<file path="src/rtl/rns_mac_unit.sv">
// Pipelined residue-number-system MAC unit: per-lane modular MUL/ADD/MAC/CLR
// across NUM_DOMAINS 8-bit lanes, valid/ready on both sides.
package rns_mac_pkg;
  typedef enum logic [1:0] {
    OP_MUL = 2'b00,
    OP_ADD = 2'b01,
    OP_MAC = 2'b10,
    OP_CLR = 2'b11
  } op_e;
endpackage

module rns_mac_unit
  import rns_mac_pkg::*;
#(
  parameter int unsigned              NUM_DOMAINS    = 2,
  parameter logic [9*NUM_DOMAINS-1:0] MODULI         = {9'd129, 9'd256},
  parameter int unsigned              LATENCY_STAGES = 3
) (
  input  logic                       clk,
  input  logic                       reset,
  input  logic                       in_valid,
  output logic                       in_ready,
  input  logic [1:0]                 in_op,
  input  logic [8*NUM_DOMAINS-1:0]   in_a,
  input  logic [8*NUM_DOMAINS-1:0]   in_b,
  output logic                       out_valid,
  input  logic                       out_ready,
  output logic [8*NUM_DOMAINS-1:0]   out_result,
  output logic [NUM_DOMAINS-1:0]     out_err
);

  localparam int unsigned LW = 8;
  localparam int unsigned MW = 9;
  localparam int unsigned SW = 9;
  localparam int unsigned PW = 16;
  localparam int unsigned DW = LW * NUM_DOMAINS;
  localparam int unsigned S3 = LATENCY_STAGES - 1;

  logic                          w_adv;
  logic [NUM_DOMAINS-1:0]        w_in_err;
  logic [PW*NUM_DOMAINS-1:0]     w_prod;
  logic [SW*NUM_DOMAINS-1:0]     w_sum;
  logic [DW-1:0]                 w_pr;
  logic [DW-1:0]                 w_sr;
  logic [DW-1:0]                 w_mac;
  logic [DW-1:0]                 w_res;
  logic [DW-1:0]                 w_acc_next;

  logic [LATENCY_STAGES-1:0]     r_vld;
  op_e                           r_s1_op;
  logic [DW-1:0]                 r_s1_a;
  logic [DW-1:0]                 r_s1_b;
  logic [NUM_DOMAINS-1:0]        r_s1_err;
  op_e                           r_s2_op;
  logic [PW*NUM_DOMAINS-1:0]     r_s2_p;
  logic [SW*NUM_DOMAINS-1:0]     r_s2_s;
  logic [NUM_DOMAINS-1:0]        r_s2_err;
  op_e                           r_s3_op;
  logic [DW-1:0]                 r_s3_pr;
  logic [DW-1:0]                 r_s3_sr;
  logic [NUM_DOMAINS-1:0]        r_s3_err;
  logic [DW-1:0]                 r_acc;

  // Whole pipeline moves in lockstep; a full output register blocks everything.
  assign w_adv    = !out_valid || out_ready;
  assign in_ready = !reset || w_adv;

  // Per-lane datapath: range check, multiply/add, reduction and accumulate.
  for (genvar g = 0; g < NUM_DOMAINS; g++) begin : g_lane
    localparam logic [MW-1:0] M = MODULI[MW*g +: MW];

    logic [LW-1:0] w_a1;
    logic [LW-1:0] w_b1;
    logic [SW-1:0] w_acc_sum;

    assign w_a1 = r_s1_a[LW*g +: LW];
    assign w_b1 = r_s1_b[LW*g +: LW];

    assign w_in_err[g] = (MW'(in_a[LW*g +: LW]) >= M) || (MW'(in_b[LW*g +: LW]) >= M);

    assign w_prod[PW*g +: PW] = PW'(w_a1) * PW'(w_b1);
    assign w_sum[SW*g +: SW]  = SW'(w_a1) + SW'(w_b1);

    // Full reduction of the raw product/sum one stage ahead of the accumulator.
    assign w_pr[LW*g +: LW] = LW'(r_s2_p[PW*g +: PW] % PW'(M));
    assign w_sr[LW*g +: LW] = LW'(r_s2_s[SW*g +: SW] % M);

    // Both terms are below M, so one conditional subtract is exact.
    assign w_acc_sum = SW'(r_acc[LW*g +: LW]) + SW'(r_s3_pr[LW*g +: LW]);
    assign w_mac[LW*g +: LW] = (w_acc_sum >= M) ? LW'(w_acc_sum - M) : LW'(w_acc_sum);
  end

  // Result and accumulator selection for the entry in S3.
  always_comb begin
    w_res      = '0;
    w_acc_next = r_acc;
    case (r_s3_op)
      OP_MUL: w_res = r_s3_pr;
      OP_ADD: w_res = r_s3_sr;
      OP_MAC: begin
        w_res      = w_mac;
        w_acc_next = w_mac;
      end
      OP_CLR: w_acc_next = '0;
      default: ;
    endcase
  end

  always_ff @(posedge clk) begin
    if (!reset) begin
      r_vld      <= '0;
      r_s1_op    <= OP_MUL;
      r_s1_a     <= '0;
      r_s1_b     <= '0;
      r_s1_err   <= '0;
      r_s2_op    <= OP_MUL;
      r_s2_p     <= '0;
      r_s2_s     <= '0;
      r_s2_err   <= '0;
      r_s3_op    <= OP_MUL;
      r_s3_pr    <= '0;
      r_s3_sr    <= '0;
      r_s3_err   <= '0;
      r_acc      <= '0;
      out_valid  <= 1'b0;
      out_result <= '0;
      out_err    <= '0;
    end else if (w_adv) begin
      r_vld <= {r_vld[S3-1:0], in_valid};

      if (in_valid) begin
        r_s1_op  <= op_e'(in_op);
        r_s1_a   <= in_a;
        r_s1_b   <= in_b;
        r_s1_err <= w_in_err;
      end

      r_s2_op  <= r_s1_op;
      r_s2_p   <= w_prod;
      r_s2_s   <= w_sum;
      r_s2_err <= r_s1_err;

      r_s3_op  <= r_s2_op;
      r_s3_pr  <= w_pr;
      r_s3_sr  <= w_sr;
      r_s3_err <= r_s2_err;

      // Bubbles leave the accumulators and the visible result untouched.
      out_valid <= r_vld[S3];
      if (r_vld[S3]) begin
        out_result <= w_res;
        out_err    <= r_s3_err;
        r_acc      <= w_acc_next;
      end
    end
  end

endmodule

</file>
<file path="config.mk">
export PLATFORM = sky130hd
export DESIGN_NAME = rns_mac_unit
export DESIGN_NICKNAME = d
export VERILOG_FILES = /design/src/rtl/rns_mac_unit.sv
export SDC_FILE = /design/constraint.sdc
export NUM_CORES = 1
export LEC_CHECK = 0
export CELL_PAD_IN_SITES_DETAIL_PLACEMENT = 1
export CELL_PAD_IN_SITES_GLOBAL_PLACEMENT = 1
export CORE_ASPECT_RATIO = 1.25
export CORE_MARGIN = 1.5
export CORE_UTILIZATION = 43
export DETAILED_ROUTE_END_ITERATION = 16
export PLACE_DENSITY = 0.86
export REMOVE_ABC_BUFFERS = 1
export SETUP_SLACK_MARGIN = 0.02
export SLEW_MARGIN = 20
export SYNTH_ARGS = -nofsm -noshare
export SYNTH_HDL_FRONTEND = slang
export SYNTH_SLANG_ARGS = --single-unit
export TNS_END_PERCENT = 50
</file>
<file path="constraint.sdc">
create_clock -name clk -period 6.9 [get_ports clk]
set_clock_uncertainty 0.15 [all_clocks]
set_input_delay 0.69 -clock clk [delete_from_list [all_inputs] [get_ports clk]]
set_output_delay 0.69 -clock clk [all_outputs]
set_load 0.01 [all_outputs]
</file>
Word level (Yosys, flattened, before mapping)
Index checks and enable logic that the tools add are counted.
- flip-flop bits (word level): 160
- input port bits: 38
- output and inout port bits: 20
- add/sub/neg operators: 6
- multipliers: 2
- div/mod/pow operators: 2
- magnitude comparators: 4
- eq/ne operators: 3
- multiplexer cells: 4
- reductions and logical operators: 10
- operators by type and width (cell ; number):
    16-bit one-hot mux with 3 select lines ; 1
    8-bit by 8-bit adder with 9-bit output ; 4
    8-bit by 8-bit multiplier with 16-bit output ; 2
    16-bit one-hot mux with 2 select lines ; 1
    8-bit >= comparator (second input constant) ; 2
    16-bit by 8-bit remainder unit with 16-bit output (second input constant) ; 1
    8-bit two-way mux ; 2
    9-bit by 8-bit >= comparator with 1-bit output (second input constant) ; 1
    9-bit >= comparator (second input constant) ; 1
    9-bit by 8-bit remainder unit with 9-bit output (second input constant) ; 1
    8-bit by 1-bit subtractor with 8-bit output (second input constant) ; 1
    8-bit subtractor (second input constant) ; 1
    2-bit == test (second input constant) ; 2
    2-bit AND reduction ; 2
    1-bit logical OR ; 3
    3-bit AND reduction ; 1
    2-bit by 1-bit == test with 1-bit output (second input constant) ; 1
    1-bit zero test ; 2
    2-bit zero test ; 1
    2-bit nonzero test ; 1

Depth between registers and ports, before layout
Gate-level depths: netlist of the first run.
- word-level depth: 4
- gate-level depth with buffers: 31

Worst setup path after synthesis of the first run
OpenSTA, ideal clock, no wires.
- kind: register to register
- from: reg r_s2_p[25]
- to: reg r_s3_pr[10]
- data arrival time: 7.277 ns
- required time: 6.676 ns
- setup slack: -0.601 ns
- cell stages (with the launch flop): 31
- path buffers: 3
- path through: dfxtp_1 buf_6 or4b_1 buf_6 xnor2_1 nor4_1 or4b_1 a41oi_2 o2111ai_2 nor3_4 a22oi_1 o32a_2 nor3_4 buf_4 o22ai_1 and2_1 o31a_1 a211oi_2 nor2_1 ha_1 nor4_1 and4b_1 o21ai_2 a211oi_4 xnor2_1 ha_1 nand3b_1 mux2i_1 nand4_2 a31o_1 a31oi_1
- cells in the longest elaborated chain, start to end: 1
- RTL lines (item ; line ; source):
    from (decl) ; 55 ; logic [PW*NUM_DOMAINS-1:0] r_s2_p;
    from (signal assigned) ; 139 ; r_s2_p <= w_prod;
    16-bit by 8-bit remainder unit with 16-bit output ; 85 ; assign w_pr[LW*g +: LW] = LW'(r_s2_p[PW*g +: PW] % PW'(M));
    to (signal assigned) ; 144 ; r_s3_pr <= w_pr;
    to (decl) ; 59 ; logic [DW-1:0] r_s3_pr;
Every way passes these cells.
A chain may end at the register's enable or synchronous reset.

Worst setup path in the final report of the first run
- from: reg r_s2_p[29]
- to: reg r_s3_pr[14]
Same word-level chain as after synthesis.

==> results of run 1 <==
[layout make-up]
class / instances / area share
Multi-Input combinational cell: 1281 / 0.588
Sequential cell: 151 / 0.182
Timing Repair Buffer: 275 / 0.136
Tap cell: 401 / 0.0302
Inverter: 120 / 0.0271
Clock buffer: 19 / 0.0266
Clock inverter: 13 / 0.00971
[logic make-up after synthesis]
| group | share of synthesized area |
|---|---|
| xor+xnor | 0.0539 |
| mux | 0.0203 |
| flops | 0.230 |
| fa+ha+maj | 0.168 |
| buf+inv | 0.0648 |
| compound gates | 0.239 |
| other cells | 0.000285 |
| simple gates | 0.224 |
[timing repair]
item / 4_1_cts / 5_1_grt
endpoints found under the setup margin: 8 / 8
buffers inserted: 31 / 12
pin swaps: 53 / 33
gates cloned: 1 / 0
resized for setup: 74 / 27
[worst max-delay path by stage]
stage                          start  slack [ns]           to  cells after the start
final                     r_s2_p[29]       -0.81  r_s3_pr[14]                     32
after CTS                 r_s2_p[27]       -0.40  r_s3_pr[13]                     30
after global placement    r_s2_p[31]       -0.64  r_s3_pr[10]                     28
after detailed placement  r_s2_p[31]       -0.78  r_s3_pr[10]                     29
after global routing      r_s2_p[29]       -1.11  r_s3_pr[13]                     32
after floorplan           r_s2_p[31]       -1.09  r_s3_pr[10]                     27
[synth_stat cells (6+ instances only)]
library cell,number
fa_1,52
o21ai_1,8
buf_6,8
a21oi_1,69
nor4_1,11
clkbuf_1,54
dfxtp_1,151
nor3_1,22
mux2i_1,22
buf_4,6
nor2_1,69
o21bai_1,14
o21a_1,9
o22ai_1,11
o21ai_0,74
xor2_1,24
inv_1,120
o211ai_1,16
xnor2_1,57
o211a_1,13
a21boi_0,85
nand3_1,20
and3_1,7
buf_2,8
a31oi_1,15
nor2b_1,18
a211oi_1,10
and2_1,88
nor3b_1,7
o31ai_1,7
nand2b_1,12
a21o_1,24
ha_1,92
nand2_1,280
o41ai_1,6
or3_1,15
[where the power goes]
part           leakage, nW  switching, mW  internal [mW]
Combinational         5.83           1.18           1.01
Sequential            1.24         0.0803          0.929
Clock                0.294          0.467          0.555
Total                 7.36           1.73           2.49
[metal layers]
metal	vias up	GRT usage
met2	568	0.581
met5	-	0
met3	264	0.0386
met1	6870	0.311
li1	6045	-
met4	0	0.183
[flip-flops by register name, indices dropped and copies added (netlist names)]
signal	count
out_err	1
out_result	16
out_valid	1
r_acc	16
r_s1_a	16
r_s1_b	16
r_s1_err	1
r_s1_op	2
r_s2_err	1
r_s2_op	2
r_s2_p	24
r_s2_s	17
r_s3_err	1
r_s3_op	2
r_s3_pr	16
r_s3_sr	16
r_vld	3
[metrics by stage]
| stage | utilization | TNS, ns | power, mW |
|---|---|---|---|
| 2_1_floorplan | - | -8.04 | 2.10 |
| 3_3_place_gp | 0.504 | -4.12 | 2.76 |
| 3_5_place_dp | 0.504 | -5.54 | 2.84 |
| 4_1_cts | 0.544 | -2.65 | 4.02 |
| 5_1_grt | 0.552 | -8.57 | 4.40 |
| 6_report | 0.552 | -6.06 | 4.22 |
[worst reg2reg max path: cells and delay by family (launching register included)]
kind / cells / cell delay [ns]
flip-flops: 1 / 0.38
XOR/XNOR: 1 / 0.16
multiplexers: 1 / 0.19
adder cells (fa/ha/maj): 1 / 0.23
AO/OA/AOI/OAI: 11 / 2.55
AND/OR/NAND/NOR: 11 / 2.66
buffers and inverters: 7 / 1.25
==> metrics, run 1 <==
hold buffer count at CTS=0; die height=199 um; WL met2=28,200 um; crit path DAT=7.90 ns; core area=30,100 sq um; I/O pins=58; post-synth cell types=111; Reg area=3030 sq um; CTS Buf Count=17; grt ovf=0; Detailed Routing Iterations Pass 1=5; worst skew pair latency=0.47 ns; CTS Root Buffer Type=clkbuf_16; Lkg Pwr=7.36 nW; Syn Area/Cell=8.07 sq um; cell area after synthesis=13,200 sq um; number of global-route vias before repair=14,700; failing checks=setup timing; drt initial violations=924; RSZ-0062 raised after global routing=yes; GRT Util Overall=0.302; non-filler cells in the finished layout=2,260; pin count of the biggest net entering global routing=105; Detailed Place HPWL=30,100 um; number of synthesized flops with an enable pin=0; CTS tree=yes; initial antenna violation count=0; chip width=160 um; Hold Violations, Final=0; # setup viols final=8; status=complete, but fails checks; first-pass GRT wire length=76,400 um; final setup margin=-0.810 ns; Post-synth ARST share=0; top post-synthesis cells by area=dfxtp_1 23%, ha_1 8.7%, nand2_1 8.0%; Slew HR=0.287; Data required, critical path=7.09 ns; FF-to-FF End=r_s3_pr[14]; most frequent cells in the layout=278 x nand2_1, 206 x buf_4, 146 x dfxtp_1; # port buffers=56; crit path kind=reg2reg; worst path bufs/invs=7; DRC=0; crit path max fanout=4; cell area after layout=16,600 sq um; Hold WC Path Type=reg2reg; Max Cap Viol=0; clock-pin slew on the worst setup and hold paths=0.07 ns; CP Capture Type=flip-flop; crit-path most repeated cell=buf_4; Post-Synthesis Cells=1,632; r2r setup slk=-0.81 ns; Hold Crit Start=r_s2_s[2]; ys flop type=dfxtp_1; nets=2,028; pre-CTS worst setup slack=-0.781 ns; Tmin final=7.71 ns; post-route ant nets=0; most common cell after layout, fill and taps aside=nand2_1; maximum vdd drop=0.176 mV; most area-hungry cell type in the Yosys netlist=dfxtp_1; Critical Path Max Stage Delay=0.51 ns; met3 routed WL=2140 um; initial core utilization=0.437; CTS Sinks=151; final slew viol count=0; CTS H-tree depth=4; Longest Clk Path Bufs=2; gpl congestion=0.885; Inst Count DP=2,184; num rows=71; Hold Crit Depth=2; Reg2Reg Depth=32; crit-path leading delay family=simple AND/OR/NAND/NOR gates; fmax=0.130 GHz; Filler Cell Count=3,544; R2R Path Start=r_s2_p[29]; proportion of layout cells with a drive suffix above 1=0.198; hold endpoint=r_s2_s[2]; vias post-DR=13,700; critical path launch point type=flip-flop; yosys warns=0; Worst path slowest cell=or4b_1; Seq/Total Area, Yosys=0.230; Layout area overhead=26.2%; total wire length=53,500 um; routed vias/inst=6.08; Worst-Margin Slew=1.07 ns; DP Area=15,200 sq um; final hold slack=0.326 ns; die area=31,700 sq um; Yosys reg bits=151; Yosys top cell area share=0.230; wire per inst=23.7 um; M1 WL=19,500 um; Power Density=254 nW/um^2; DR top layer=met4; n_diodes=0; Multi-input gate area=9780 sq um; Final Cycle Share=1.12
Power figures use the tool's default switching activity.
==> run 2, diff against run 1 <==
- CORE_MARGIN: 1.5 -> 5
==> run 2 against run 1 <==
The flow still finishes with violations (setup timing). Register-to-register slack got worse by 0.05 ns. First-iteration DRC count fell by 10%. Sequential share of layout area fell by 0.26 points. Largest power group unchanged. Cell count rose by 0.31%. Global-route usage fell by 3.6 points. Count of clock-buffer cells in the layout fell by 1. Routed wire length fell by 9.4%. Sequential power barely moved. Via count fell by 3.0%. Utilization rose by 0.55 points. Critical path type unchanged.
==> metrics, run 2 (same netlist as run 1, synthesis figures left out) <==
chip width=167 um (+4.4%); biggest regs=r_s2_p: 24 flops, r_s2_s: 17 flops; CTS Root Buffer Type=clkbuf_16; final setup margin=-0.862 ns (-0.0517 ns); Power Density=253 nW/um^2 (-0.12%); Sw Pwr=1.75 mW (+1.2%); Detailed Place HPWL=30,800 um (+2.1%); DRC=0 (unchanged); CTS Buf Count=17 (unchanged); Most flops, register=r_s2_p; Hold WC Path Type=reg2reg; fmax=0.129 GHz (-0.67%); die height=206 um (+3.5%); Critical Path Max Stage Delay=0.61 ns (+0.10 ns); Max Cap Viol=0 (unchanged); Tmin final=7.76 ns (+0.0517 ns); Longest Clk Path Bufs=2 (unchanged); Reg area=3030 sq um (-0.12%); nets=2,035 (+0.35%); pin count of the biggest net entering global routing=73 (-30%); CTS H-tree depth=4 (unchanged); total wire length=48,400 um (-9.4%); CTS tree=yes; Data required, critical path=7.11 ns (+0.02 ns); maximum vdd drop=0.204 mV (+16%); P_int=2.52 mW (+1.1%); critical path launch point type=flip-flop; Filler Cell Count=3,596 (+1.5%); crit path DAT=7.97 ns (+0.07 ns); final slew viol count=0 (unchanged); Worst path slowest cell=or4b_4; max FFs per register=24 (unchanged); drt initial violations=832 (-10%); proportion of layout cells with a drive suffix above 1=0.210 (+0.0116); CP Capture Type=flip-flop; status=complete, but fails checks; # setup viols final=8 (unchanged); Detailed Routing Iterations Pass 1=5 (unchanged); wire per inst=21.4 um (-9.7%); grt ovf=0 (unchanged); switching share of power=0.409 (about the same); worst skew pair latency=0.44 ns (-0.03 ns); n_diodes=0 (unchanged); crit path kind=reg2reg; gpl congestion=0.872 (-1.4%); crit path max fanout=7 (+3); GRT Util Overall=0.266 (-0.0358); initial antenna violation count=0 (unchanged); CTS Sinks=151 (unchanged); clock-pin slew on the worst setup and hold paths=0.06 ns (about the same); die area=34,300 sq um (+8.1%); Layout area overhead=27.9%; vias post-DR=13,300 (-3.0%); Core Util, Final=0.558 (+0.00550); num rows=71 (unchanged); post-route ant nets=0 (unchanged); Final Cycle Share=1.12 (+0.00750); # port buffers=56 (unchanged); I/O pins=58 (unchanged); RSZ-0062 raised after global routing=yes; first-pass GRT wire length=75,200 um (-1.6%); most common cell after layout, fill and taps aside=nand2_1; Multi-input gate area=9940 sq um (+1.6%); sequential share of power=0.235 (-0.004); clock group share of total power=0.220 (-0.022); Comb pwr share=0.545 (+0.027); Worst-Margin Slew=1.03 ns (-0.0395 ns); Hold Violations, Final=0 (unchanged); pre-CTS worst setup slack=-0.994 ns (-0.212 ns); Lkg Pwr=7.40 nW (+0.56%); number of global-route vias before repair=14,700 (-0.048%); initial core utilization=0.436 (-0.00129); core area=30,200 sq um (+0.30%); routed vias/inst=5.88 (-3.3%); most frequent cells in the layout=279 x nand2_1, 208 x buf_4, 149 x dfxtp_1; failing checks=setup timing; Slew HR=0.312 (+0.0247)
==> run 2: layout make-up <==
| class | count | share of cell area |
|---|---|---|
| clock buffer | 18 | 0.0261 |
| clock inverter | 14 | 0.00862 |
| inverter | 120 | 0.0267 |
| multi-input combinational | 1281 | 0.590 |
| sequential | 151 | 0.180 |
| tap | 401 | 0.0298 |
| timing repair buffer | 282 | 0.139 |
==> run 2: worst max-delay path, delay by kind of cell, from the launching register on <==
kind	cells	cell delay [ns]
adder cells (fa/ha/maj)	1	0.13
AND/OR/NAND/NOR	8	1.46
multiplexers	1	0.18
flip-flops	1	0.32
XOR/XNOR	1	0.18
AO/OA/AOI/OAI	14	3.66
buffers and inverters	11	1.59
==> run 2: final timing paths <==
check	from	end	slack (ns)	cells after the start
worst min register to register	r_s3_sr[5]	r_s3_sr[5]	0.32	2
worst max-delay path	r_s2_p[25]	r_s3_pr[13]	-0.86	36
worst min-delay path	r_s3_sr[5]	r_s3_sr[5]	0.32	2
worst max register to register	r_s2_p[25]	r_s3_pr[13]	-0.86	36
==> run 2: power by group through the flow <==
stage	clock, mW	combinational, mW	sequential (mW)
global route	0.977	2.47	1.01
global placement	0	1.76	1.01
floorplan	0	1.10	0.995
CTS	0.945	2.08	1.00
finish	0.937	2.33	1.00
detailed placement	0	1.85	1.02
==> run 2: what timing repair did <==
action	CTS	global route
setup buffers	33	22
endpoints found under the setup margin	8	8
pin swaps	63	38
resized for setup	92	37
hold buffers	0	0
==> run 2: per-stage QoR <==
step	instances	power (mW)	hold slack, ns	setup TNS (ns)	instance area, sq um
6_report	2267	4.27	0.322	-6.48	16800
5_1_grt	2267	4.45	0.339	-8.36	16800
4_1_cts	2246	4.03	0.321	-2.60	16500
3_5_place_dp	2183	2.86	0.310	-7.21	15100
3_3_place_gp	2183	2.78	0.299	-3.88	15100
2_1_floorplan	1552	2.10	0.290	-8.04	12800
==> run 2: per-layer routing <==
layer / global-route usage / wire length [um]
met1: 0.278 / 18100
met2: 0.514 / 25800
met3: 0.0365 / 1670
met4: 0.142 / 2930
met5: 0 / 0
==> run 3, diff against run 2 <==
- REMOVE_ABC_BUFFERS: 1 -> not set
==> run 3 against run 2 <==
The run still ends with setup timing left. First-iteration DRC count is 13% higher. Combinational power is 2% lower. Critical path depth is 3 lower. Worst hold slack worse by 0.0013 ns. Die area stayed put. Setup slack better by 0.058 ns. Utilization is 0.90 points lower.
==> metrics, run 3 (same netlist as run 1, synthesis figures left out) <==
status=complete, but fails checks; failing checks=setup timing; Tmin final=7.70 ns (-0.0577 ns); end of the critical path=r_s3_pr[13]; # setup viols final=8 (unchanged); Multi-input gate area=9880 sq um (-0.54%); # port buffers=56 (unchanged); Max Cap Viol=0 (unchanged); Sw Pwr=1.72 mW (-1.3%); Lkg Pwr=7.27 nW (-1.8%); crit path max fanout=11 (+4); Most flops, register=r_s2_p; grt ovf=0 (unchanged); R2R Path Start=r_s2_p[30]; Critical Path Max Stage Delay=0.40 ns (-0.21 ns); I/O pins=58 (unchanged); n_diodes=0 (unchanged); pre-CTS worst setup slack=-0.890 ns (+0.104 ns); CTS H-tree depth=4 (unchanged); final hold slack=0.320 ns (-0.00129 ns); fmax=0.130 GHz (+0.75%); routed vias/inst=6.07 (+3.1%); first-pass GRT wire length=75,300 um (+0.14%); nets=2,010 (-1.2%); Reg2Reg Depth=33 (-8.3%); CTS Buf Count=17 (unchanged); crit-path most repeated cell=buf_4; CTS tree=yes; Longest Clk Path Bufs=2 (unchanged); CP Capture Type=flip-flop; FF-to-FF End=r_s3_pr[13]; Comb pwr share=0.539 (-0.006); Detailed Place HPWL=31,000 um (+0.64%); wire per inst=23.1 um (+8.4%); die area=34,300 sq um (unchanged); Slew HR=0.288 (-0.0237); met1 Resource Use GR=0.278 (about the same); Data required, critical path=7.10 ns (about the same); Hold Crit Depth=2 (unchanged); Hold Violations, Final=0 (unchanged); final setup margin=-0.804 ns (+0.0577 ns); Inst Count DP=2,166 (-0.78%); DRC=0 (unchanged); P_int=2.52 mW (about the same); proportion of layout cells with a drive suffix above 1=0.195 (-0.0149); CTS Sinks=151 (unchanged); initial core utilization=0.436 (unchanged); Hold WC Path Type=reg2reg; chip width=167 um (unchanged); setup TNS=-5.96 ns (+0.520 ns); drt initial violations=936 (+13%); met3 Use GR=0.0338 (-0.00269); r2r setup slk=-0.80 ns (+0.06 ns); Detailed Routing Iterations Pass 1=5 (unchanged); RSZ-0062 raised after global routing=yes; initial antenna violation count=0 (unchanged); GR peak layer=met2; number of global-route vias before repair=14,600 (-0.34%); post-route ant nets=0 (unchanged); worst skew pair latency=0.45 ns (about the same); CTS Root Buffer Type=clkbuf_16; Layout area overhead=25.8%; Final Cycle Share=1.12 (-0.00836); crit path kind=reg2reg; max FFs per register=24 (unchanged); sequential share of power=0.236 (about the same); die height=206 um (unchanged); Setup crit start=r_s2_p[30]; final slew viol count=0 (unchanged); pin count of the biggest net entering global routing=97 (+33%); vias post-DR=13,600 (+1.9%); most common cell after layout, fill and taps aside=nand2_1; biggest regs=r_s2_p: 24 flops, r_s2_s: 17 flops; clock group share of total power=0.225 (+0.005); total wire length=51,900 um (+7.1%); critical path launch point type=flip-flop; syn nets=1,814; Worst path slowest cell=a311oi_2; crit path DAT=7.91 ns (-0.06 ns); non-filler cells in the finished layout=2,240 (-1.2%); gpl congestion=0.894 (+2.5%); core area=30,200 sq um (unchanged); clock-pin slew on the worst setup and hold paths=0.07 ns (about the same); Filler Cell Count=3,624 (+0.78%); GR Util met2=0.524 (+0.0103); GRT Util Overall=0.267 (+0.00118); Reg area=3030 sq um (about the same); maximum vdd drop=0.191 mV (-6.3%); num rows=71 (unchanged); switching share of power=0.406 (-0.00349); Worst-Margin Slew=1.07 ns (+0.0381 ns); Power Density=256 nW/um^2 (+1.1%); Core Util, Final=0.549 (-0.00903); most frequent cells in the layout=279 x nand2_1, 186 x buf_4, 149 x dfxtp_1
==> run 3: cell type report <==
class	instances	share of cell area
flip-flops and latches	151	0.183
inverters	120	0.0272
well taps	401	0.0303
clock buffers	19	0.0267
multi-input cells	1281	0.596
clock inverters	11	0.00770
repair buffers	257	0.129
==> run 3: through the flow <==
| step | total power [mW] | instance area [sq um] |
|---|---|---|
| after CTS | 3.95 | 16100 |
| final | 4.25 | 16600 |
| after floorplan | 2.15 | 13200 |
| after detailed placement | 2.83 | 15100 |
| after global routing | 4.43 | 16600 |
| after global placement | 2.75 | 15100 |
==> run 3: worst min path at each step <==
stage | from | endpoint | slack (ns)
2_1_floorplan | r_s1_err[1] | r_s2_err[1] | 0.29
3_3_place_gp | r_s2_op[0] | r_s2_op[0] | 0.30
3_5_place_dp | r_s3_sr[3] | r_s3_sr[3] | 0.31
4_1_cts | r_s3_sr[5] | r_s3_sr[5] | 0.32
5_1_grt | r_s2_p[6] | r_s3_pr[6] | 0.34
6_report | r_s3_sr[5] | r_s3_sr[5] | 0.32
==> run 3: repair_timing <==
item                       CTS  global route
hold buffers                 0             0
resized for setup           52            52
pin swaps                   43            42
cloned                       0             1
setup buffers               22            22
setup endpoints to repair    8             8
==> run 3: metal layers <==
layer,vias up,wire length (um)
li1,6023,-
met1,6734,19000
met2,571,27500
met3,262,2220
met4,0,3170
met5,-,0
==> run 3: critical path: cells and delay by family, from the launching register on <==
| family | cells | cell delay (ns) |
|---|---|---|
| flip-flops | 1 | 0.37 |
| AND/OR/NAND/NOR | 10 | 2.04 |
| multiplexers | 1 | 0.28 |
| XOR/XNOR | 1 | 0.17 |
| buffers and inverters | 6 | 1.05 |
| adder cells (fa/ha/maj) | 2 | 0.45 |
| AO/OA/AOI/OAI | 13 | 3.09 |
==> run 3: power by group through the flow <==
stage / sequential, mW / combinational [mW] / clock (mW)
floorplan: 0.985 / 1.17 / 0
global placement: 1.01 / 1.74 / 0
detailed placement: 1.01 / 1.81 / 0
CTS: 0.997 / 2.01 / 0.941
global route: 1.01 / 2.43 / 0.992
finish: 1.00 / 2.29 / 0.954
